## src/rtl/rgb_stream_packer_pkg.sv

```systemverilog
// Shared types and constants for the RGB-to-AXI4-Stream packer:
// packing phases, tkeep patterns and the pixel record.
package rgb_stream_pkg;

    typedef enum logic [1:0] {
        PH0 = 2'd0,
        PH1 = 2'd1,
        PH2 = 2'd2,
        PH3 = 2'd3
    } phase_t;

    localparam logic [3:0] KEEP_FULL = 4'b1111;
    localparam logic [3:0] KEEP_3B   = 4'b0111;
    localparam logic [3:0] KEEP_2B   = 4'b0011;
    localparam logic [3:0] KEEP_1B   = 4'b0001;

    typedef struct packed {
        logic [7:0] r;
        logic [7:0] g;
        logic [7:0] b;
    } pixel_t;

    // Returns the pixel's three stream bytes as {byte2, byte1, byte0}.
    function automatic logic [23:0] pixel_bytes(input pixel_t p, input logic bgr);
        return bgr ? {p.r, p.g, p.b} : {p.b, p.g, p.r};
    endfunction

endpackage

```

## src/rtl/rgb_stream_packer_if.sv

```systemverilog
// Pixel-in / AXI4-Stream-out bundle of the packer; master is the packer's view,
// slave is the view of the surrounding generator and sink.
interface rgb_stream_packer_if;
    logic [7:0]  r;
    logic [7:0]  g;
    logic [7:0]  b;
    logic        valid;
    logic        sof;
    logic        eol;
    logic        in_ready;
    logic [31:0] out_stream_tdata;
    logic [3:0]  out_stream_tkeep;
    logic        out_stream_tlast;
    logic        out_stream_tuser;
    logic        out_stream_tvalid;
    logic        out_stream_tready;
    logic        align_err;

    modport master (
        input  r, g, b, valid, sof, eol, out_stream_tready,
        output in_ready, out_stream_tdata, out_stream_tkeep, out_stream_tlast,
               out_stream_tuser, out_stream_tvalid, align_err
    );

    modport slave (
        output r, g, b, valid, sof, eol, out_stream_tready,
        input  in_ready, out_stream_tdata, out_stream_tkeep, out_stream_tlast,
               out_stream_tuser, out_stream_tvalid, align_err
    );
endinterface

```

## src/rtl/rgb_stream_packer.sv

```systemverilog
// Packs 24-bit RGB pixels densely into 32-bit AXI4-Stream words (4 pixels -> 3 words).
// Define PACKER_PARTIAL_FLUSH_EN to close misaligned lines with short words instead of flagging them.
module rgb_stream_packer
    import rgb_stream_pkg::*;
#(
    parameter int LANE_ORDER = 0
) (
    input  logic                aclk,
    input  logic                areset,
    rgb_stream_packer_if.master bus
);
    // state | meaning
    // PH0   | word aligned, no residual bytes
    // PH1   | one whole pixel (3 bytes) held in res
    // PH2   | 2 bytes held in res[15:0]
    // PH3   | 1 byte held in res[7:0]

    phase_t      phase_q, phase_d, ph_eff;
    logic [23:0] res_q, res_d;
    logic        pend_q, pend_d;
    logic [3:0]  pkeep_q, pkeep_d;
    logic        sof_pend_q, sof_pend_d;
    logic        err_q, err_d;
    logic [31:0] tdata_q, tdata_d;
    logic [3:0]  tkeep_q, tkeep_d;
    logic        tlast_q, tlast_d;
    logic        tuser_q, tuser_d;
    logic        tvalid_q, tvalid_d;

    pixel_t      pix;
    logic [23:0] px;
    logic        load, accept, tu;

    assign pix = '{r: bus.r, g: bus.g, b: bus.b};
    assign px  = pixel_bytes(pix, LANE_ORDER != 0);

    always_ff @(posedge aclk) begin
        if (areset) begin
            phase_q    <= PH0;
            res_q      <= '0;
            pend_q     <= 1'b0;
            pkeep_q    <= '0;
            sof_pend_q <= 1'b0;
            err_q      <= 1'b0;
            tdata_q    <= '0;
            tkeep_q    <= '0;
            tlast_q    <= 1'b0;
            tuser_q    <= 1'b0;
            tvalid_q   <= 1'b0;
        end else begin
            phase_q    <= phase_d;
            res_q      <= res_d;
            pend_q     <= pend_d;
            pkeep_q    <= pkeep_d;
            sof_pend_q <= sof_pend_d;
            err_q      <= err_d;
            tdata_q    <= tdata_d;
            tkeep_q    <= tkeep_d;
            tlast_q    <= tlast_d;
            tuser_q    <= tuser_d;
            tvalid_q   <= tvalid_d;
        end
    end

    always_comb begin
        load       = !tvalid_q || bus.out_stream_tready;
        accept     = bus.valid && load && !pend_q;
        // an sof pixel always restarts packing at a word boundary
        ph_eff     = bus.sof ? PH0 : phase_q;
        tu         = bus.sof || sof_pend_q;
        phase_d    = phase_q;
        res_d      = res_q;
        pend_d     = pend_q;
        pkeep_d    = pkeep_q;
        sof_pend_d = sof_pend_q;
        err_d      = err_q;
        tdata_d    = tdata_q;
        tkeep_d    = tkeep_q;
        tlast_d    = tlast_q;
        tuser_d    = tuser_q;
        tvalid_d   = tvalid_q && !bus.out_stream_tready;

        if (pend_q && load) begin
            tvalid_d = 1'b1;
            tdata_d  = {8'h00, res_q};
            tkeep_d  = pkeep_q;
            tlast_d  = 1'b1;
            tuser_d  = 1'b0;
            pend_d   = 1'b0;
            res_d    = '0;
        end else if (accept) begin
            if (bus.sof && phase_q != PH0) err_d = 1'b1;
            sof_pend_d = tu;
            unique case (ph_eff)
                PH0: begin
                    res_d   = px;
                    phase_d = PH1;
                    if (bus.eol) begin
`ifdef PACKER_PARTIAL_FLUSH_EN
                        tvalid_d = 1'b1;
                        tdata_d  = {8'h00, px};
                        tkeep_d  = KEEP_3B;
                        tlast_d  = 1'b1;
                        tuser_d  = tu;
`else
                        err_d    = 1'b1;
`endif
                        sof_pend_d = 1'b0;
                        res_d      = '0;
                        phase_d    = PH0;
                    end
                end
                PH1: begin
                    tvalid_d   = 1'b1;
                    tdata_d    = {px[7:0], res_q};
                    tkeep_d    = KEEP_FULL;
                    tlast_d    = 1'b0;
                    tuser_d    = tu;
                    sof_pend_d = 1'b0;
                    res_d      = {8'h00, px[23:8]};
                    phase_d    = PH2;
                    if (bus.eol) begin
                        phase_d = PH0;
`ifdef PACKER_PARTIAL_FLUSH_EN
                        pend_d  = 1'b1;
                        pkeep_d = KEEP_2B;
`else
                        tlast_d = 1'b1;
                        err_d   = 1'b1;
                        res_d   = '0;
`endif
                    end
                end
                PH2: begin
                    tvalid_d   = 1'b1;
                    tdata_d    = {px[15:0], res_q[15:0]};
                    tkeep_d    = KEEP_FULL;
                    tlast_d    = 1'b0;
                    tuser_d    = tu;
                    sof_pend_d = 1'b0;
                    res_d      = {16'h0000, px[23:16]};
                    phase_d    = PH3;
                    if (bus.eol) begin
                        phase_d = PH0;
`ifdef PACKER_PARTIAL_FLUSH_EN
                        pend_d  = 1'b1;
                        pkeep_d = KEEP_1B;
`else
                        tlast_d = 1'b1;
                        err_d   = 1'b1;
                        res_d   = '0;
`endif
                    end
                end
                PH3: begin
                    tvalid_d   = 1'b1;
                    tdata_d    = {px, res_q[7:0]};
                    tkeep_d    = KEEP_FULL;
                    tlast_d    = bus.eol;
                    tuser_d    = tu;
                    sof_pend_d = 1'b0;
                    res_d      = '0;
                    phase_d    = PH0;
                end
                default: ;
            endcase
        end
    end

    assign bus.in_ready          = load && !pend_q;
    assign bus.out_stream_tdata  = tdata_q;
    assign bus.out_stream_tkeep  = tkeep_q;
    assign bus.out_stream_tlast  = tlast_q;
    assign bus.out_stream_tuser  = tuser_q;
    assign bus.out_stream_tvalid = tvalid_q;
    assign bus.align_err         = err_q;

endmodule

```

## src/flat_wrapper.sv

```systemverilog
// flat-port wrapper written by rule: the top's interface ports become plain ports
module rgb_stream_packer_flat import rgb_stream_pkg::*;
#(
    parameter int LANE_ORDER = 0
)
  (aclk, areset, bus_r, bus_g, bus_b, bus_valid, bus_sof, bus_eol, bus_out_stream_tready, bus_in_ready, bus_out_stream_tdata, bus_out_stream_tkeep, bus_out_stream_tlast, bus_out_stream_tuser, bus_out_stream_tvalid, bus_align_err);
  rgb_stream_packer_if bus_i ();
  input  logic aclk;
  input  logic areset;
  input wire logic [$bits(bus_i.r)-1:0] bus_r;
  input wire logic [$bits(bus_i.g)-1:0] bus_g;
  input wire logic [$bits(bus_i.b)-1:0] bus_b;
  input wire logic [$bits(bus_i.valid)-1:0] bus_valid;
  input wire logic [$bits(bus_i.sof)-1:0] bus_sof;
  input wire logic [$bits(bus_i.eol)-1:0] bus_eol;
  input wire logic [$bits(bus_i.out_stream_tready)-1:0] bus_out_stream_tready;
  output wire logic [$bits(bus_i.in_ready)-1:0] bus_in_ready;
  output wire logic [$bits(bus_i.out_stream_tdata)-1:0] bus_out_stream_tdata;
  output wire logic [$bits(bus_i.out_stream_tkeep)-1:0] bus_out_stream_tkeep;
  output wire logic [$bits(bus_i.out_stream_tlast)-1:0] bus_out_stream_tlast;
  output wire logic [$bits(bus_i.out_stream_tuser)-1:0] bus_out_stream_tuser;
  output wire logic [$bits(bus_i.out_stream_tvalid)-1:0] bus_out_stream_tvalid;
  output wire logic [$bits(bus_i.align_err)-1:0] bus_align_err;
  assign bus_i.r = bus_r;
  assign bus_i.g = bus_g;
  assign bus_i.b = bus_b;
  assign bus_i.valid = bus_valid;
  assign bus_i.sof = bus_sof;
  assign bus_i.eol = bus_eol;
  assign bus_i.out_stream_tready = bus_out_stream_tready;
  assign bus_in_ready = bus_i.in_ready;
  assign bus_out_stream_tdata = bus_i.out_stream_tdata;
  assign bus_out_stream_tkeep = bus_i.out_stream_tkeep;
  assign bus_out_stream_tlast = bus_i.out_stream_tlast;
  assign bus_out_stream_tuser = bus_i.out_stream_tuser;
  assign bus_out_stream_tvalid = bus_i.out_stream_tvalid;
  assign bus_align_err = bus_i.align_err;
  rgb_stream_packer #(.LANE_ORDER(LANE_ORDER)) u_core (.aclk(aclk), .areset(areset), .bus(bus_i));
endmodule
```

## config.mk

```make
export PLATFORM = sky130hd
export DESIGN_NAME = rgb_stream_packer_flat
export DESIGN_NICKNAME = d
export VERILOG_FILES = /design/src/rtl/rgb_stream_packer_pkg.sv /design/src/rtl/rgb_stream_packer_if.sv /design/src/rtl/rgb_stream_packer.sv /design/src/flat_wrapper.sv
export SDC_FILE = /design/constraint.sdc
export NUM_CORES = 1
export LEC_CHECK = 0
export CORE_MARGIN = 10
export CORE_UTILIZATION = 40
export DETAILED_ROUTE_END_ITERATION = 8
export GPL_ROUTABILITY_DRIVEN = 0
export GPL_TIMING_DRIVEN = 0
export PLACE_DENSITY = 0.77
export SYNTH_ARGS = -nofsm -noshare
export SYNTH_HDL_FRONTEND = slang
export SYNTH_SLANG_ARGS = --single-unit
```

## constraint.sdc

```tcl
create_clock -name aclk -period 1.65 [get_ports aclk]
set_input_delay 0.165 -clock aclk [delete_from_list [all_inputs] [get_ports aclk]]
set_output_delay 0.165 -clock aclk [all_outputs]
set_load 0.02 [all_outputs]
```

==> results of run 1 <==
-- routing by layer --
layer,up-vias,wire length (um),GRT usage [%]
met2,151,4520,26.4
met1,1496,4310,21.0
met4,0,347,8.76
li1,1453,-,-
met3,31,908,5.25
met5,-,0,0
-- placed cells by master, fill, tap and decap left out, types with 10 or more instances in the layout --
cell and count:
sky130_fd_sc_hd__nor2_1 39, sky130_fd_sc_hd__nand3b_1 34, sky130_fd_sc_hd__dfxtp_1 64, sky130_fd_sc_hd__nand2b_1 12, sky130_fd_sc_hd__clkbuf_8 10, sky130_fd_sc_hd__buf_2 12, sky130_fd_sc_hd__mux2i_1 22, sky130_fd_sc_hd__o21ai_2 10
sky130_fd_sc_hd__clkdlybuf4s50_1 65, sky130_fd_sc_hd__a21oi_1 48, sky130_fd_sc_hd__nand2_1 31
-- cell type report --
| class | instances | area [um2] | area share, % |
|---|---|---|---|
| Timing Repair Buffer | 71 | 706 | 16.8 |
| Tap cell | 102 | 128 | 3.04 |
| Buffer | 34 | 206 | 4.92 |
| Clock inverter | 6 | 35.0 | 0.834 |
| Clock buffer | 10 | 138 | 3.28 |
| Multi-Input combinational cell | 261 | 1710 | 40.6 |
| Sequential cell | 64 | 1280 | 30.5 |
-- worst paths after layout --
check	slack [ps]	start	depth (start not counted)	endpoint
max	20	bus_eol	6	u_core.res_q[3]
min	450	u_core.res_q[18]	2	u_core.res_q[18]
max reg2reg	40	u_core.phase_q[1]	6	u_core.res_q[3]
min reg2reg	450	u_core.res_q[18]	2	u_core.res_q[18]
-- logic make-up after synthesis --
group,synth area share [%]
flip-flops,40.4
buffers and inverters,6.28
AO/OA/AOI/OAI,21.0
multiplexers,6.95
AND/OR/NAND/NOR,25.3
-- per-stage QoR --
stage          cells  instance area [um2]  hold WS [ps]  power [mW]  util [%]
2_1_floorplan    359                 3170           315        1.91         -
3_3_place_gp     531                 4000           441        2.12      51.7
3_5_place_dp     531                 4000           445        2.13      51.7
4_1_cts          547                 4170           455        3.33      54.0
5_1_grt          548                 4200           473        3.46      54.4
6_report         548                 4200           453        3.34      54.4
-- repair_timing --
| item | in CTS | in global routing |
|---|---|---|
| setup buffers | 0 | 1 |
| pin swaps | 0 | 2 |
| endpoints found under the hold margin | 0 | 0 |
| gates resized for setup | 8 | 10 |
| setup endpoints to repair | 7 | 24 |
-- power by group --
part / switching (mW) / internal [mW]
Combinational: 0.275 / 0.220
Sequential: 0.0255 / 1.59
Clock: 0.657 / 0.574
-- worst max-delay path: stages --
cell                              delay, ps
sky130_fd_sc_hd__clkdlybuf4s50_1        670
sky130_fd_sc_hd__or2_2                  170
sky130_fd_sc_hd__clkbuf_2               180
sky130_fd_sc_hd__a21oi_1                 60
sky130_fd_sc_hd__a2111oi_1              500
sky130_fd_sc_hd__nor3_1                 100
-- flip-flops by register name, indices dropped and copies added, names as in the netlist --
name / flops
u_core.bus.align_err: 1
u_core.bus.out_stream_tdata: 32
u_core.bus.out_stream_tkeep: 1
u_core.bus.out_stream_tlast: 1
u_core.bus.out_stream_tuser: 1
u_core.bus.out_stream_tvalid: 1
u_core.phase_q: 2
u_core.res_q: 24
u_core.sof_pend_q: 1
==> insert_results.sql, run 1 <==
INSERT INTO impl_metrics (metric_group, metric, value, unit) VALUES
('global_routing', 'wire_length_of_the_first_global_routing_pass', '16000', 'um'),
('drt', 'first_pass_iters', '5', ''),
('worst_setup_path', 'criticalPathCategory', 'in -> reg', ''),
('sta', 'hold_viol', '0', ''),
('global_routing', 'grt_pass1_vias', '3206', ''),
('finish', 'fin_nets', '471', ''),
('floorplan', 'start_util', '41.0', '%'),
('drt', 'detail_route.wirelength', '10100', 'um'),
('sta', 'tns', '0', 'ps'),
('sta', 'finalCriticalPeriod', '1630', 'ps'),
('sta', 'tightestPinTransition', '554', 'ps'),
('logic_synthesis', 'synth_seq_cells', '64', ''),
('logic_synthesis', 'synthDominantCellAreaShare', '40.4', '%'),
('sta', 'layout_worst_path_cycle_share', '98.8', '%'),
('finish', 'syn2layout_area_growth', '32.5', '%'),
('place', 'place.detailed.hpwl', '7380', 'um'),
('drt', 'avgViaCountPerCell', '5.71', ''),
('logic_synthesis', 'share_of_synthesized_area_occupied_by_flip_flops_and_latches', '40.4', '%'),
('logic_synthesis', 'synth_largest_area_cell', 'sky130_fd_sc_hd__dfxtp_1', ''),
('logic_synthesis', 'synth_enable_flop_cells', '0', ''),
('logic_synthesis', 'synth.net_count', '389', ''),
('worst_setup_path', 'cp_data_required_time', '1870', 'ps'),
('drt', 'first_iter_violations', '237', ''),
('sta', 'setup_violations', '0', ''),
('drt', 'vias_after_detailed_routing', '3131', ''),
('logic_synthesis', 'synthTopCellsByArea', 'sky130_fd_sc_hd__dfxtp_1 (40%), sky130_fd_sc_hd__nand3b_1 (8.1%), sky130_fd_sc_hd__a21oi_1 (7.6%)', ''),
('finish', 'fraction_of_final_layout_cells_sized_beyond_drive_strength_1', '16.6', '%'),
('finish', 'num-fill-cells', '711', ''),
('clock_network', 'worst_skew_pair.late_latency', '360', 'ps'),
('logic_synthesis', 'synth_async_sr_flop_share', '0', '%'),
('sta', 'timing.max_slew.rel_slack', '63.0', '%'),
('logic_synthesis', 'netlist_area', '3170', 'um2'),
('sta', 'clock.fmax', '613', 'MHz'),
('job', 'maxCapViolCount', '0', ''),
('floorplan', 'die_width', '109', 'um'),
('floorplan', 'fp-row-count', '32', ''),
('outcome', 'outcome', 'finished, final reports clean', ''),
('power_and_ir_drop', 'ir_worst_vdd', '0.000371', 'V'),
('clock_network', 'tritoncts_sink_count', '64', ''),
('sta', 'grt_setup_unrepaired', 'yes', ''),
('min_path', 'class_of_the_tightest_hold_or_removal_check', 'reg -> reg', ''),
('power_and_ir_drop', 'power.static_leakage', '1.53', 'nW'),
('finish', 'antennaDiodeCount', '0', ''),
('global_routing', 'maximum_number_of_pins_on_one_net_before_global_route_repair', '12', ''),
('drt', 'detail-route-antenna-nets', '0', ''),
('floorplan', 'die_footprint', '11900', 'um2'),
('logic_synthesis', 'synth_area_per_cell', '8.83', 'um2'),
('power_and_ir_drop', 'power_density', '796', 'nW/um2'),
('logic_synthesis', 'yosysWarnings', '0', ''),
('sta', 'finalWorstSetupSlack', '19.8', 'ps'),
('logic_synthesis', 'netlist_instances', '359', ''),
('clock_network', 'clock_tree.htree_level_count', '3', ''),
('drt', 'drc', '0', ''),
('worst_setup_path', 'worstPathMaxFanout', '8', ''),
('floorplan', 'io_pins', '71', ''),
('global_routing', 'globalRouteTotalUtil', '17.1', '%'),
('worst_setup_path', 'critical_path.endpoint_type', 'register', ''),
('global_routing', 'grt_antenna_before_repair', '0', ''),
('clock_network', 'cts_hold_buf', '0', ''),
('logic_synthesis', 'top_ff_cell_synth', 'sky130_fd_sc_hd__dfxtp_1', ''),
('clock_network', 'tritoncts', 'built', ''),
('worst_setup_path', 'cp-start-kind', 'input port', ''),
('sta', 'timing.final.max_slew_violations', '0', ''),
('floorplan', 'core_area', '7730', 'um2'),
('clock_network', 'cts-buffers-inserted', '9', ''),
('clock_network', 'root_buffer', 'sky130_fd_sc_hd__clkbuf_8', ''),
('clock_network', 'worst_setup_hold_path_clk_slew', '70', 'ps'),
('logic_synthesis', 'yosys.cell_types.count', '36', ''),
('floorplan', 'die-height', '109', 'um'),
('global_routing', 'globalRoute.totalOverflow', '0', ''),
('clock_network', 'cts.path.max_buffers', '2', ''),
('sta', 'maximum_clock_skew_at_final_layout', '8.63', 'ps'),
('worst_setup_path', 'worstPathArrival', '1850', 'ps'),
('place', 'io_buffer_count', '70', ''),
('place', 'post-place-ws', '-466', 'ps'),
('logic_synthesis', 'synthMostInstantiatedCell', 'sky130_fd_sc_hd__dfxtp_1', ''),
('drt', 'post_drt_wl_per_cell', '18.4', 'um'),
('logic_synthesis', 'synthTopCellsByCount', 'sky130_fd_sc_hd__dfxtp_1 (64), sky130_fd_sc_hd__a21oi_1 (48), sky130_fd_sc_hd__nor2_1 (39), sky130_fd_sc_hd__nand3b_1 (34), sky130_fd_sc_hd__nand2_1 (32)', '');
No activity file was read; power rests on OpenSTA's default activity.
==> run 2, diff against run 1 <==
--- a/config.mk
+++ b/config.mk
@@ -10,7 +10,7 @@
 export DETAILED_ROUTE_END_ITERATION = 8
 export GPL_ROUTABILITY_DRIVEN = 0
 export GPL_TIMING_DRIVEN = 0
-export PLACE_DENSITY = 0.77
+export PLACE_DENSITY = 0.79
 export SYNTH_ARGS = -nofsm -noshare
 export SYNTH_HDL_FRONTEND = slang
 export SYNTH_SLANG_ARGS = --single-unit
==> constraint.sdc (replaced) <==
create_clock -name aclk -period 1.3 [get_ports aclk]
set_input_delay 0.13 -clock aclk [delete_from_list [all_inputs] [get_ports aclk]]
set_output_delay 0.13 -clock aclk [all_outputs]
set_load 0.02 [all_outputs]
==> insert_results.sql, run 2 (synthesis results as in run 1) <==
INSERT INTO impl_metrics (metric_group, metric, value, unit) VALUES
('outcome', 'outcome', 'complete, but fails checks', ''),
('outcome', 'failed_checks', 'negative setup slack', ''),
('finish', 'largest_reg_flops', '32', ''),
('floorplan', 'die-height', '109', 'um'),
('finish', 'most-common-layout-cells', 'sky130_fd_sc_hd__dfxtp_1 (60), sky130_fd_sc_hd__dlygate4sd2_1 (39), sky130_fd_sc_hd__nor2_1 (37), sky130_fd_sc_hd__nand3b_1 (34), sky130_fd_sc_hd__clkdlybuf4s50_1 (26)', ''),
('drt', 'avgViaCountPerCell', '5.97', ''),
('clock_network', 'root_buffer', 'sky130_fd_sc_hd__clkbuf_8', ''),
('drt', 'drc', '0', ''),
('sta', 'setup_violations', '55', ''),
('clock_network', 'clock_tree.htree_level_count', '3', ''),
('global_routing', 'grt_pass1_vias', '3298', ''),
('sta', 'maximum_clock_skew_at_final_layout', '6.31', 'ps'),
('global_routing', 'wire_length_of_the_first_global_routing_pass', '17300', 'um'),
('finish', 'fin_nets', '496', ''),
('floorplan', 'die_footprint', '11900', 'um2'),
('floorplan', 'io_pins', '71', ''),
('finish', 'fraction_of_final_layout_cells_sized_beyond_drive_strength_1', '35.7', '%'),
('finish', 'final_cells', '573', ''),
('drt', 'detail-route-antenna-nets', '0', ''),
('clock_network', 'tritoncts', 'built', ''),
('drt', 'first_iter_violations', '373', ''),
('worst_setup_path', 'cp_data_required_time', '1540', 'ps'),
('global_routing', 'maximum_number_of_pins_on_one_net_before_global_route_repair', '11', ''),
('global_routing', 'globalRouteTotalUtil', '18.7', '%'),
('floorplan', 'core_area', '7730', 'um2'),
('sta', 'finalCriticalPeriod', '1470', 'ps'),
('floorplan', 'die_width', '109', 'um'),
('place', 'io_buffer_count', '70', ''),
('place', 'place.detailed.hpwl', '7370', 'um'),
('power_and_ir_drop', 'ir_worst_vdd', '0.000511', 'V'),
('floorplan', 'start_util', '41.0', '%'),
('worst_setup_path', 'cp-start-kind', 'register', ''),
('floorplan', 'fp-row-count', '32', ''),
('global_routing', 'grt_antenna_before_repair', '0', ''),
('sta', 'grt_setup_unrepaired', 'yes', ''),
('sta', 'tightestPinTransition', '661', 'ps'),
('finish', 'syn2layout_area_growth', '58.0', '%'),
('worst_setup_path', 'worstPathMaxFanout', '7', ''),
('worst_setup_path', 'worstPathArrival', '1710', 'ps'),
('drt', 'first_pass_iters', '7', ''),
('finish', 'antennaDiodeCount', '0', ''),
('power_and_ir_drop', 'power.static_leakage', '2.02', 'nW'),
('place', 'post-place-cells', '531', ''),
('drt', 'detail_route.wirelength', '12300', 'um'),
('sta', 'finalWorstSetupSlack', '-168', 'ps'),
('sta', 'timing.final.max_slew_violations', '0', ''),
('worst_setup_path', 'criticalPathCategory', 'reg -> reg', ''),
('clock_network', 'worst_setup_hold_path_clk_slew', '70', 'ps'),
('job', 'maxCapViolCount', '0', ''),
('finish', 'postLayoutCoreUtil', '64.8', '%'),
('clock_network', 'worst_skew_pair.late_latency', '350', 'ps'),
('clock_network', 'cts_hold_buf', '0', ''),
('sta', 'timing.max_slew.rel_slack', '55.7', '%'),
('global_routing', 'globalRoute.totalOverflow', '0', ''),
('finish', 'num-fill-cells', '603', ''),
('clock_network', 'cts.path.max_buffers', '2', ''),
('finish', 'final_common_cell', 'sky130_fd_sc_hd__dfxtp_1', ''),
('sta', 'clock.fmax', '681', 'MHz'),
('sta', 'layout_worst_path_cycle_share', '113', '%'),
('drt', 'vias_after_detailed_routing', '3419', ''),
('worst_setup_path', 'critical_path.endpoint_type', 'register', ''),
('clock_network', 'tritoncts_sink_count', '64', ''),
('power_and_ir_drop', 'power_density', '905', 'nW/um2'),
('drt', 'post_drt_wl_per_cell', '21.4', 'um'),
('clock_network', 'cts-buffers-inserted', '9', ''),
('sta', 'hold_viol', '0', ''),
('min_path', 'class_of_the_tightest_hold_or_removal_check', 'reg -> reg', '');
==> run 2: cell count changes in the layout (fill, tap and decap cells not counted), sizes merged <==
cell	before	now
clkdlybuf4s15	0	3
buf	23	48
and3	2	3
clkdlybuf4s50	65	26
bufinv	0	1
clkbuf	22	24
clkinv	4	3
dlygate4sd2	4	39
clkinvlp	2	0
==> run 2: power breakdown <==
group / internal (mW) / switching, mW / leakage [nW]
logic: 0.380 / 0.440 / 1.40
registers: 2.02 / 0.0427 / 0.523
clock network: 0.878 / 0.773 / 0.0941
total: 3.28 / 1.26 / 2.02
==> run 2: path summary, 6_finish.rpt <==
check,start,end,slack (ps),cells after the start
setup reg to reg,u_core.phase_q[0],u_core.bus.out_stream_tdata[22],-170,7
setup / recovery,u_core.phase_q[0],u_core.bus.out_stream_tdata[22],-170,7
hold / removal,u_core.bus.out_stream_tdata[3],u_core.bus.out_stream_tdata[3],460,2
hold reg to reg,u_core.bus.out_stream_tdata[3],u_core.bus.out_stream_tdata[3],460,2
==> run 2: critical path: stages, from the launching register on <==
cell                       delay (ps)
sky130_fd_sc_hd__dfxtp_4          400
sky130_fd_sc_hd__o21ba_4          190
sky130_fd_sc_hd__buf_6            110
sky130_fd_sc_hd__nand3_4          150
sky130_fd_sc_hd__buf_12           220
sky130_fd_sc_hd__buf_8            130
sky130_fd_sc_hd__nand3b_1         100
sky130_fd_sc_hd__o21ai_2           60
==> run 2: timing repair <==
action	4_1_cts	5_1_grt
pin swaps	7	38
endpoints found under the setup margin	105	67
buffers inserted	14	9
gates resized for setup	111	108
cloned	7	4
==> run 2: layout make-up <==
type | count | area [um2] | area share (%)
Tap cell | 102 | 128 | 2.55
Multi-Input combinational cell | 262 | 2090 | 41.6
Timing Repair Buffer | 98 | 1010 | 20.1
Buffer | 31 | 314 | 6.27
Clock buffer | 12 | 135 | 2.70
Sequential cell | 64 | 1290 | 25.8
Clock inverter | 4 | 45.0 | 0.899
==> run 2: layer usage <==
| metal | wire (um) | GRT usage, % |
|---|---|---|
| met1 | 4810 | 23.0 |
| met2 | 5540 | 28.6 |
| met3 | 1430 | 6.02 |
| met4 | 503 | 9.60 |
| met5 | 0 | 0 |
==> run 2: per-stage QoR <==
step	setup slack [ps]	instance area (um2)	setup TNS [ps]	hold slack (ps)	power (mW)
2_1_floorplan	0.183	3210	0	280	2.43
3_3_place_gp	-776	4040	-33530	440	2.69
3_5_place_dp	-794	4040	-34660	445	2.71
4_1_cts	-169	4570	-4790	453	4.39
5_1_grt	-213	5010	-7160	489	4.66
6_report	-168	5010	-4690	455	4.53
==> run 3, diff against run 2 <==
--- a/config.mk
+++ b/config.mk
@@ -8,9 +8,10 @@
 export CORE_MARGIN = 10
 export CORE_UTILIZATION = 40
 export DETAILED_ROUTE_END_ITERATION = 8
+export DONT_BUFFER_PORTS = 1
 export GPL_ROUTABILITY_DRIVEN = 0
 export GPL_TIMING_DRIVEN = 0
-export PLACE_DENSITY = 0.79
+export PLACE_DENSITY = 0.67
 export SYNTH_ARGS = -nofsm -noshare
 export SYNTH_HDL_FRONTEND = slang
 export SYNTH_SLANG_ARGS = --single-unit
==> insert_results.sql, run 3 (synthesis results as in run 1) <==
INSERT INTO impl_metrics (metric_group, metric, value, unit) VALUES
('power_and_ir_drop', 'power.combinational.fraction', '14.9', '%'),
('sta', 'timing.max_slew.rel_slack', '40.4', '%'),
('drt', 'detail-route-antenna-nets', '0', ''),
('min_path', 'class_of_the_tightest_hold_or_removal_check', 'in -> reg', ''),
('drt', 'detail_route.wirelength', '11800', 'um'),
('power_and_ir_drop', 'internal_power', '3.19', 'mW'),
('global_routing', 'grt_pass1_vias', '2978', ''),
('power_and_ir_drop', 'ir_worst_vdd', '0.000665', 'V'),
('finish', 'fin_nets', '443', ''),
('place', 'post-place-ws', '-415', 'ps'),
('sta', 'hold_ws', '-19.4', 'ps'),
('power_and_ir_drop', 'p_seq_share', '47.7', '%'),
('min_path', 'hold_path_cell_cnt', '2', ''),
('outcome', 'outcome', 'complete, but fails checks', ''),
('worst_setup_path', 'criticalPathCategory', 'reg -> reg', ''),
('floorplan', 'die_width', '109', 'um'),
('worst_setup_path', 'cp_data_required_time', '1540', 'ps'),
('global_routing', 'globalRoute.totalOverflow', '0', ''),
('drt', 'first_pass_iters', '6', ''),
('floorplan', 'die-height', '109', 'um'),
('sta', 'tightestPinTransition', '893', 'ps'),
('power_and_ir_drop', 'power.switching', '1.18', 'mW'),
('finish', 'most-common-layout-cells', 'sky130_fd_sc_hd__dfxtp_1 (61), sky130_fd_sc_hd__nor2_1 (34), sky130_fd_sc_hd__nand3b_1 (34), sky130_fd_sc_hd__dlygate4sd3_1 (27), sky130_fd_sc_hd__a21oi_1 (25)', ''),
('finish', 'final_cells', '520', ''),
('drt', 'vias_after_detailed_routing', '3094', ''),
('worst_setup_path', 'crit_path_slowest_cell', 'sky130_fd_sc_hd__dfxtp_2', ''),
('power_and_ir_drop', 'power.static_leakage', '1.65', 'nW'),
('clock_network', 'worst_setup_hold_path_clk_slew', '70', 'ps'),
('clock_network', 'cts-buffers-inserted', '9', ''),
('sta', 'timing.final.max_slew_violations', '0', ''),
('drt', 'drc', '0', ''),
('clock_network', 'tritoncts', 'built', ''),
('sta', 'clock.fmax', '665', 'MHz'),
('global_routing', 'maximum_number_of_pins_on_one_net_before_global_route_repair', '11', ''),
('finish', 'fraction_of_final_layout_cells_sized_beyond_drive_strength_1', '34.7', '%'),
('sta', 'maximum_clock_skew_at_final_layout', '10.6', 'ps'),
('min_path', 'hold-path-endpoint', 'u_core.res_q[7]', ''),
('clock_network', 'root_buffer', 'sky130_fd_sc_hd__clkbuf_8', ''),
('global_routing', 'globalRouteTotalUtil', '18.9', '%'),
('worst_setup_path', 'cp-start-kind', 'register', ''),
('worst_setup_path', 'timing.critical_path.mode_cell', 'sky130_fd_sc_hd__buf_6', ''),
('floorplan', 'die_footprint', '11900', 'um2'),
('sta', 'setup_violations', '48', ''),
('power_and_ir_drop', 'sw_frac_of_total', '27.1', '%'),
('finish', 'final_common_cell', 'sky130_fd_sc_hd__dfxtp_1', ''),
('power_and_ir_drop', 'power_density', '982', 'nW/um2'),
('worst_setup_path', 'worstPathArrival', '1740', 'ps'),
('worst_setup_path', 'reg2regPathDepth', '7', ''),
('floorplan', 'io_pins', '71', ''),
('floorplan', 'fp-row-count', '32', ''),
('worst_setup_path', 'reg2reg_setup_slack', '-200', 'ps'),
('global_routing', 'wire_length_of_the_first_global_routing_pass', '17200', 'um'),
('clock_network', 'clock_tree.htree_level_count', '3', ''),
('job', 'maxCapViolCount', '0', ''),
('finish', 'syn2layout_area_growth', '40.5', '%'),
('sta', 'hold_viol', '3', ''),
('finish', 'largest_reg_flops', '32', ''),
('worst_setup_path', 'critical_path.reg2reg.endpoint', 'u_core.bus.out_stream_tdata[24]', ''),
('global_routing', 'grt_antenna_before_repair', '0', ''),
('worst_setup_path', 'worstPathMaxFanout', '10', ''),
('finish', 'antennaDiodeCount', '0', ''),
('clock_network', 'cts.path.max_buffers', '2', ''),
('place', 'post-place-cells', '461', ''),
('worst_setup_path', 'critical_path.cell_chain', 'buf_6 > buf_4 > buf_6 > mux2i_1 > nor2_1 > a21oi_1 > o21ai_2', ''),
('place', 'io_buffer_count', '0', ''),
('drt', 'post_drt_wl_per_cell', '22.7', 'um'),
('min_path', 'min-delay-start', 'bus_r[7]', ''),
('power_and_ir_drop', 'clock_power_share', '37.3', '%'),
('sta', 'finalWorstSetupSlack', '-205', 'ps'),
('worst_setup_path', 'critical_path.endpoint_type', 'register', ''),
('drt', 'first_iter_violations', '290', ''),
('sta', 'grt_setup_unrepaired', 'yes', ''),
('clock_network', 'tritoncts_sink_count', '64', ''),
('place', 'place.detailed.hpwl', '7240', 'um'),
('worst_setup_path', 'timing.critical_path.slowest_cell_delay', '320', 'ps'),
('clock_network', 'worst_skew_pair.late_latency', '360', 'ps'),
('drt', 'avgViaCountPerCell', '5.95', ''),
('worst_setup_path', 'r2r-start', 'u_core.phase_q[0]', ''),
('sta', 'finalCriticalPeriod', '1500', 'ps'),
('outcome', 'failed_checks', 'negative hold slack, negative setup slack', ''),
('sta', 'tns', '-5770', 'ps'),
('floorplan', 'core_area', '7730', 'um2'),
('floorplan', 'start_util', '41.0', '%'),
('sta', 'layout_worst_path_cycle_share', '116', '%');
[run 3: cell count changes in the layout (fill, tap and decap cells not counted), moves of 5 or more]
| cell | previous run | this run |
|---|---|---|
| sky130_fd_sc_hd__buf_6 | 17 | 10 |
| sky130_fd_sc_hd__clkbuf_1 | 4 | 9 |
| sky130_fd_sc_hd__dlygate4sd2_1 | 39 | 0 |
| sky130_fd_sc_hd__dlygate4sd3_1 | 0 | 27 |
| sky130_fd_sc_hd__clkbuf_2 | 6 | 0 |
| sky130_fd_sc_hd__buf_8 | 8 | 3 |
| sky130_fd_sc_hd__clkdlybuf4s50_1 | 26 | 0 |
[run 3: per-stage QoR]
step	instance area, um2	utilization (%)	power [mW]
2_1_floorplan	3210	-	2.43
3_3_place_gp	3340	43.2	2.51
3_5_place_dp	3340	43.2	2.52
4_1_cts	4010	51.8	4.24
5_1_grt	4450	57.6	4.52
6_report	4450	57.6	4.37
[run 3: power by group through the flow]
stage	Combinational, mW	Sequential (mW)	Clock, mW
floorplan	0.315	2.11	0
CTS	0.535	2.08	1.63
finish	0.653	2.09	1.63
global placement	0.384	2.12	0
detailed placement	0.396	2.12	0
global route	0.690	2.09	1.74
[run 3: metal layers]
| layer | routed length, um | global-route usage [%] | up-vias | share of wire [%] |
|---|---|---|---|---|
| met4 | 598 | 11.2 | 0 | 5.1 |
| met2 | 5060 | 27.0 | 199 | 43 |
| met5 | 0 | 0 | - | 0 |
| met3 | 1480 | 6.84 | 47 | 13 |
| met1 | 4640 | 23.9 | 1455 | 39 |
| li1 | - | - | 1393 | - |
[run 3: timing repair]
item / CTS / global route
gates cloned: 2 / 6
gates resized for setup: 49 / 85
setup buffers: 3 / 8
pin swaps: 15 / 39
setup endpoints to repair: 64 / 63
endpoints found under the hold margin: 28 / 1
hold buffers: 26 / 1
[run 3: cell type report]
class                           instances  area (um2)
Clock buffer                           14         173
Multi-Input combinational cell        261        2040
Clock inverter                          2        12.5
Timing Repair Buffer                   46         499
Tap cell                              102         128
Fill cell                             652        3270
Sequential cell                        64        1290
Buffer                                 31         315
[run 3: worst max-delay path: cells and delay by family (launching register included)]
family,cells,cell delay [ps]
AO/OA/AOI/OAI,2,340
buffers and inverters,3,400
flip-flops,1,320
multiplexers,1,240
AND/OR/NAND/NOR,1,90
[run 3: worst max path at each step]
stage	startpoint	to	slack, ps	depth (start not counted)
after floorplan	u_core.phase_q[0]	u_core.bus.out_stream_tdata[20]	0.2	7
after global placement	u_core.bus.out_stream_tvalid	u_core.res_q[6]	-410	6
after detailed placement	u_core.bus.out_stream_tvalid	u_core.res_q[6]	-420	6
after CTS	u_core.bus.out_stream_tvalid	u_core.res_q[13]	-120	6
after global routing	u_core.phase_q[0]	u_core.res_q[12]	-270	6
final	u_core.phase_q[0]	u_core.bus.out_stream_tdata[24]	-200	7
==> RTL change 1 (config.mk and constraints of run 1) <==
The option `PACKER_PARTIAL_FLUSH_EN` is turned on by a define.
--- a/src/rtl/rgb_stream_packer.sv
+++ b/src/rtl/rgb_stream_packer.sv
@@ -1,5 +1,7 @@
 // Packs 24-bit RGB pixels densely into 32-bit AXI4-Stream words (4 pixels -> 3 words).
 // Define PACKER_PARTIAL_FLUSH_EN to close misaligned lines with short words instead of flagging them.
+`define PACKER_PARTIAL_FLUSH_EN
+
 module rgb_stream_packer
     import rgb_stream_pkg::*;
 #(
Formal check against the unedited RTL: not equivalent (Yosys sat finds a counterexample within 4 cycles, from zero or initial values and one cycle with areset high).
==> RTL change 1 against run 1 <==
  * The flow now finishes with violations (negative setup slack)
  * Sequential share of layout area down 4.7 points
  * Sequential cell count increased by 6
  * Worst setup slack worse by 0.23 ns
  * Synthesized area grew 9.3%
  * Wire length grew 44%
  * Design area up 30%
  * Register-to-register slack got worse by 0.25 ns
  * Critical path type is now register to register
  * Critical endpoint is now u_core.res_q[9]$_SDFFE_PP0P_
  * Largest cell class unchanged
Power is not compared: it rests on default switching activity, and its combinational part moved more than twofold at a synthesized area within 25%.
==> RTL change 1: results (changes against run 1) <==
routed wire length on met3 -> 1750 µm (was 908 µm)
max-slew headroom at the worst pin -> 0.556 (was 0.630)
pin count of the biggest net entering global routing -> 13 (was 12)
clkbuf count -> 9 (was 10)
status -> finished with violations (was complete, no violations)
total global-route track usage -> 0.194 (was 0.171)
share of the final layout cell area in sequential cells -> 0.258 (was 0.305)
count of state elements after synthesis -> 70 (was 64)
Synth Area in Adders -> 0.0108 (was 0)
slowest cell on the critical path -> sky130_fd_sc_hd__nor2b_4 (was sky130_fd_sc_hd__clkdlybuf4s50_1)
critical path's top delay family -> simple AND/OR/NAND/NOR gates (was buffers and inverters)
buffer count excluding the clock tree in the final layout -> 128 (was 105)
metal1 wirelength -> 5300 µm (was 4310 µm)
crit path launch -> u_core.phase_q[0]$_SDFFE_PP0P_ (was bus_eol)
via count of the routed design -> 4032 (was 3131)
violations in the final reports -> negative setup slack
Compound-Gate Fraction of Synth Area -> 0.360 (was 0.210)
worst path arrival time -> 2.12 ns (was 1.85 ns)
global-route wire length before repair -> 20400 µm (was 16000 µm)
Worst Hold Launch -> bus_sof (was u_core.res_q[18]$_SDFFE_PP0P_)
clock network area share -> 0.0388 (was 0.0411)
placement-stage worst setup slack -> -0.942 ns (was -0.466 ns)
maximum fanout along the worst path -> 7 (was 8)
per-cell routed wire length -> 23.9 µm (was 18.4 µm)
area taken by multi-input logic gates -> 0.00238 mm² (was 0.00171 mm²)
Total Negative Setup Slacks -> -6.42 ns (was 0 ns)
met3 layer usage reported by global route -> 0.0565 (was 0.0525)
Layout fillers -> 597 (was 711)
worst hold path type -> primary input to register (was register to register)
DP Wirelength -> 8840 µm (was 7380 µm)
number of optimization iterations in the first detailed-route pass -> 9 (was 5)
final setup slack of the worst path -> -0.205 ns (was 0.0198 ns)
M1 GR Usage -> 0.228 (was 0.210)
GRT met2 Usage -> 0.311 (was 0.264)
DRC marker count from the first detailed-route iteration -> 876 (was 237)
synthesized netlist cell count -> 400 (was 359)
Util after Layout -> 0.654 (was 0.544)
Setup violations, final -> 52 (was 0)
skew final -> 0.00891 ns (was 0.00863 ns)
area of placed instances -> 0.00447 mm² (was 0.00400 mm²)
Cells after DPL -> 575 (was 531)
RTL change 1: cell types whose count changed in the layout (fill, tap and decap cells not counted), sizes merged, moves of 9 or more:
cell,before,now
a221oi,2,20
buf,23,40
inv,0,21
mux2i,22,0
nand2b,13,4
nand3,1,10
nand3b,34,0
nor2,40,24
o221a,0,22
RTL change 1: what timing repair did:
action                     in CTS  in global routing
setup endpoints to repair      67                 65
gates cloned                    5                  2
gates resized for setup        60                102
hold endpoints to repair        0                  0
buffers inserted               11                  5
pin swaps                      29                 37
RTL change 1: final timing paths:
path                                                                     end  slack [ns]  cells past startpoint
worst max-delay path                            u_core.res_q[9]$_SDFFE_PP0P_       -0.21                      8
worst min-delay path                       u_core.bus.align_err$_SDFFE_PP0P_        0.43                      3
worst max register to register                  u_core.res_q[9]$_SDFFE_PP0P_       -0.21                      8
worst min register to register  u_core.bus.out_stream_tdata[27]$_SDFFE_PP0P_        0.48                      1
==> RTL change 2 (config.mk and constraints of run 1) <==
Without the edit above. Re-encode `phase_t` (4 values) as one-hot, 4 bits wide.
--- a/src/rtl/rgb_stream_packer_pkg.sv
+++ b/src/rtl/rgb_stream_packer_pkg.sv
@@ -2,11 +2,11 @@
 // packing phases, tkeep patterns and the pixel record.
 package rgb_stream_pkg;
 
-    typedef enum logic [1:0] {
-        PH0 = 2'd0,
-        PH1 = 2'd1,
-        PH2 = 2'd2,
-        PH3 = 2'd3
+    typedef enum logic [3:0] {
+        PH0 = 4'b0001,
+        PH1 = 4'b0010,
+        PH2 = 4'b0100,
+        PH3 = 4'b1000
     } phase_t;
 
     localparam logic [3:0] KEEP_FULL = 4'b1111;
Formal check against the unedited RTL: no difference found for any inputs over 4 cycles, from zero or initial values and one cycle with areset high; so few cycles prove little.
==> RTL change 2 against run 1 <==
  * The flow now finishes with violations (negative setup slack)
  * Sequential power grew 4%
  * Total power grew 13%
  * Core utilization grew 18 points
  * Sequential cell count grew 2
  * Synthesized area shrank 5.1%
  * Non-clock buffer count grew 42
  * Design area grew 25%
  * Worst setup slack lost 0.50 ns
  * Critical path depth is the same
  * Final cell count grew 3.3%
  * Synthesized cell count shrank 6.7%
  * Wire length grew 45%
  * Register-to-register slack lost 0.52 ns
  * Sequential share of layout area shrank 5.2 points
  * Critical endpoint is now u_core.res_q[2]$_SDFFE_PP0P_
  * Largest power group unchanged
  * Highest routed layer unchanged
==> RTL change 2: results (changes against run 1) <==
largest cells by area after synthesis -> sky130_fd_sc_hd__dfxtp_1 44%, sky130_fd_sc_hd__nor2_1 6.0%, sky130_fd_sc_hd__a21oi_1 5.2%, sky130_fd_sc_hd__a211oi_1 5.0%, sky130_fd_sc_hd__a211oi_2 5.0% (was sky130_fd_sc_hd__dfxtp_1 40%, sky130_fd_sc_hd__nand3b_1 8.1%, sky130_fd_sc_hd__a21oi_1 7.6%, sky130_fd_sc_hd__mux2i_1 6.9%, sky130_fd_sc_hd__nor2_1 4.6%)
Seq power -> 1690 µW (was 1620 µW)
start of the worst register-to-register path -> u_core.phase_q[0]$_SDFFE_PP1P_ (was u_core.phase_q[1]$_SDFFE_PP0P_)
violations in the final reports -> negative setup slack
slowest cell on the critical path -> sky130_fd_sc_hd__a222oi_1 (was sky130_fd_sc_hd__clkdlybuf4s50_1)
vias in the first global route -> 3407 (was 3206)
slew at the pin with the worst max-slew slack -> 0.859 ns (was 0.554 ns)
Post-Syn Area per Cell -> 8.98 µm² (was 8.83 µm²)
Setup violations, final -> 66 (was 0)
layout cell share with drive strength beyond 1 -> 0.441 (was 0.166)
endpoint of the worst hold-timing path -> u_core.bus.out_stream_tdata[13]$_SDFFE_PP0P_ (was u_core.res_q[18]$_SDFFE_PP0P_)
WL met2 -> 6730 µm (was 4520 µm)
delay of the slowest critical-path stage -> 0.58 ns (was 0.67 ns)
worst hold path type -> primary input to register (was register to register)
commonest cells in the synthesized netlist -> 66 x sky130_fd_sc_hd__dfxtp_1, 48 x sky130_fd_sc_hd__nor2_1, 32 x sky130_fd_sc_hd__nand2_1, 31 x sky130_fd_sc_hd__a21oi_1, 20 x sky130_fd_sc_hd__a211oi_1 (was 64 x sky130_fd_sc_hd__dfxtp_1, 48 x sky130_fd_sc_hd__a21oi_1, 39 x sky130_fd_sc_hd__nor2_1, 34 x sky130_fd_sc_hd__nand3b_1, 32 x sky130_fd_sc_hd__nand2_1)
highest ir drop seen on vdd -> 0.400 mV (was 0.371 mV)
leakage power of the design -> 0.00189 µW (was 0.00153 µW)
Total Negative Setup Slacks -> -22.55 ns (was 0 ns)
M1 GR Usage -> 0.233 (was 0.210)
type of element launching the critical path -> register (was primary input)
IO buf count -> 69 (was 70)
final setup slack of the worst path -> -0.483 ns (was 0.0198 ns)
destination of the critical timing path -> u_core.res_q[2]$_SDFFE_PP0P_ (was u_core.res_q[3]$_SDFFE_PP0P_)
via count of the routed design -> 3622 (was 3131)
internal cell power -> 2710 µW (was 2390 µW)
metal1 wirelength -> 5370 µm (was 4310 µm)
per-cell routed wire length -> 25.8 µm (was 18.4 µm)
status -> finished with violations (was complete, no violations)
share of cell area taken by muxes after synthesis -> 0.0266 (was 0.0695)
maximum fanout along the worst path -> 4 (was 8)
area of placed instances -> 0.00385 mm² (was 0.00400 mm²)
==> RTL change 2: cell count changes after synthesis, moves of 7 or more <==
cell,delta
sky130_fd_sc_hd__nor2_1,+9
sky130_fd_sc_hd__mux2i_1,-14
sky130_fd_sc_hd__nand3_1,+10
sky130_fd_sc_hd__a22oi_1,+17
sky130_fd_sc_hd__nand2b_1,-9
sky130_fd_sc_hd__o21ai_0,-8
sky130_fd_sc_hd__a21oi_2,+7
sky130_fd_sc_hd__and2_1,-7
sky130_fd_sc_hd__nand3b_1,-34
sky130_fd_sc_hd__o21ai_2,-10
sky130_fd_sc_hd__a21oi_1,-17
sky130_fd_sc_hd__a211oi_1,+20
==> RTL change 2: layout make-up <==
cell class	count	area (µm²)
Sequential cell	66	1330
Inverter	2	7.51
Fill cell	479	2040
Clock inverter	2	35.0
Timing Repair Buffer	116	1240
Multi-Input combinational cell	236	2020
Clock buffer	14	163
Tap cell	99	124
Buffer	31	334
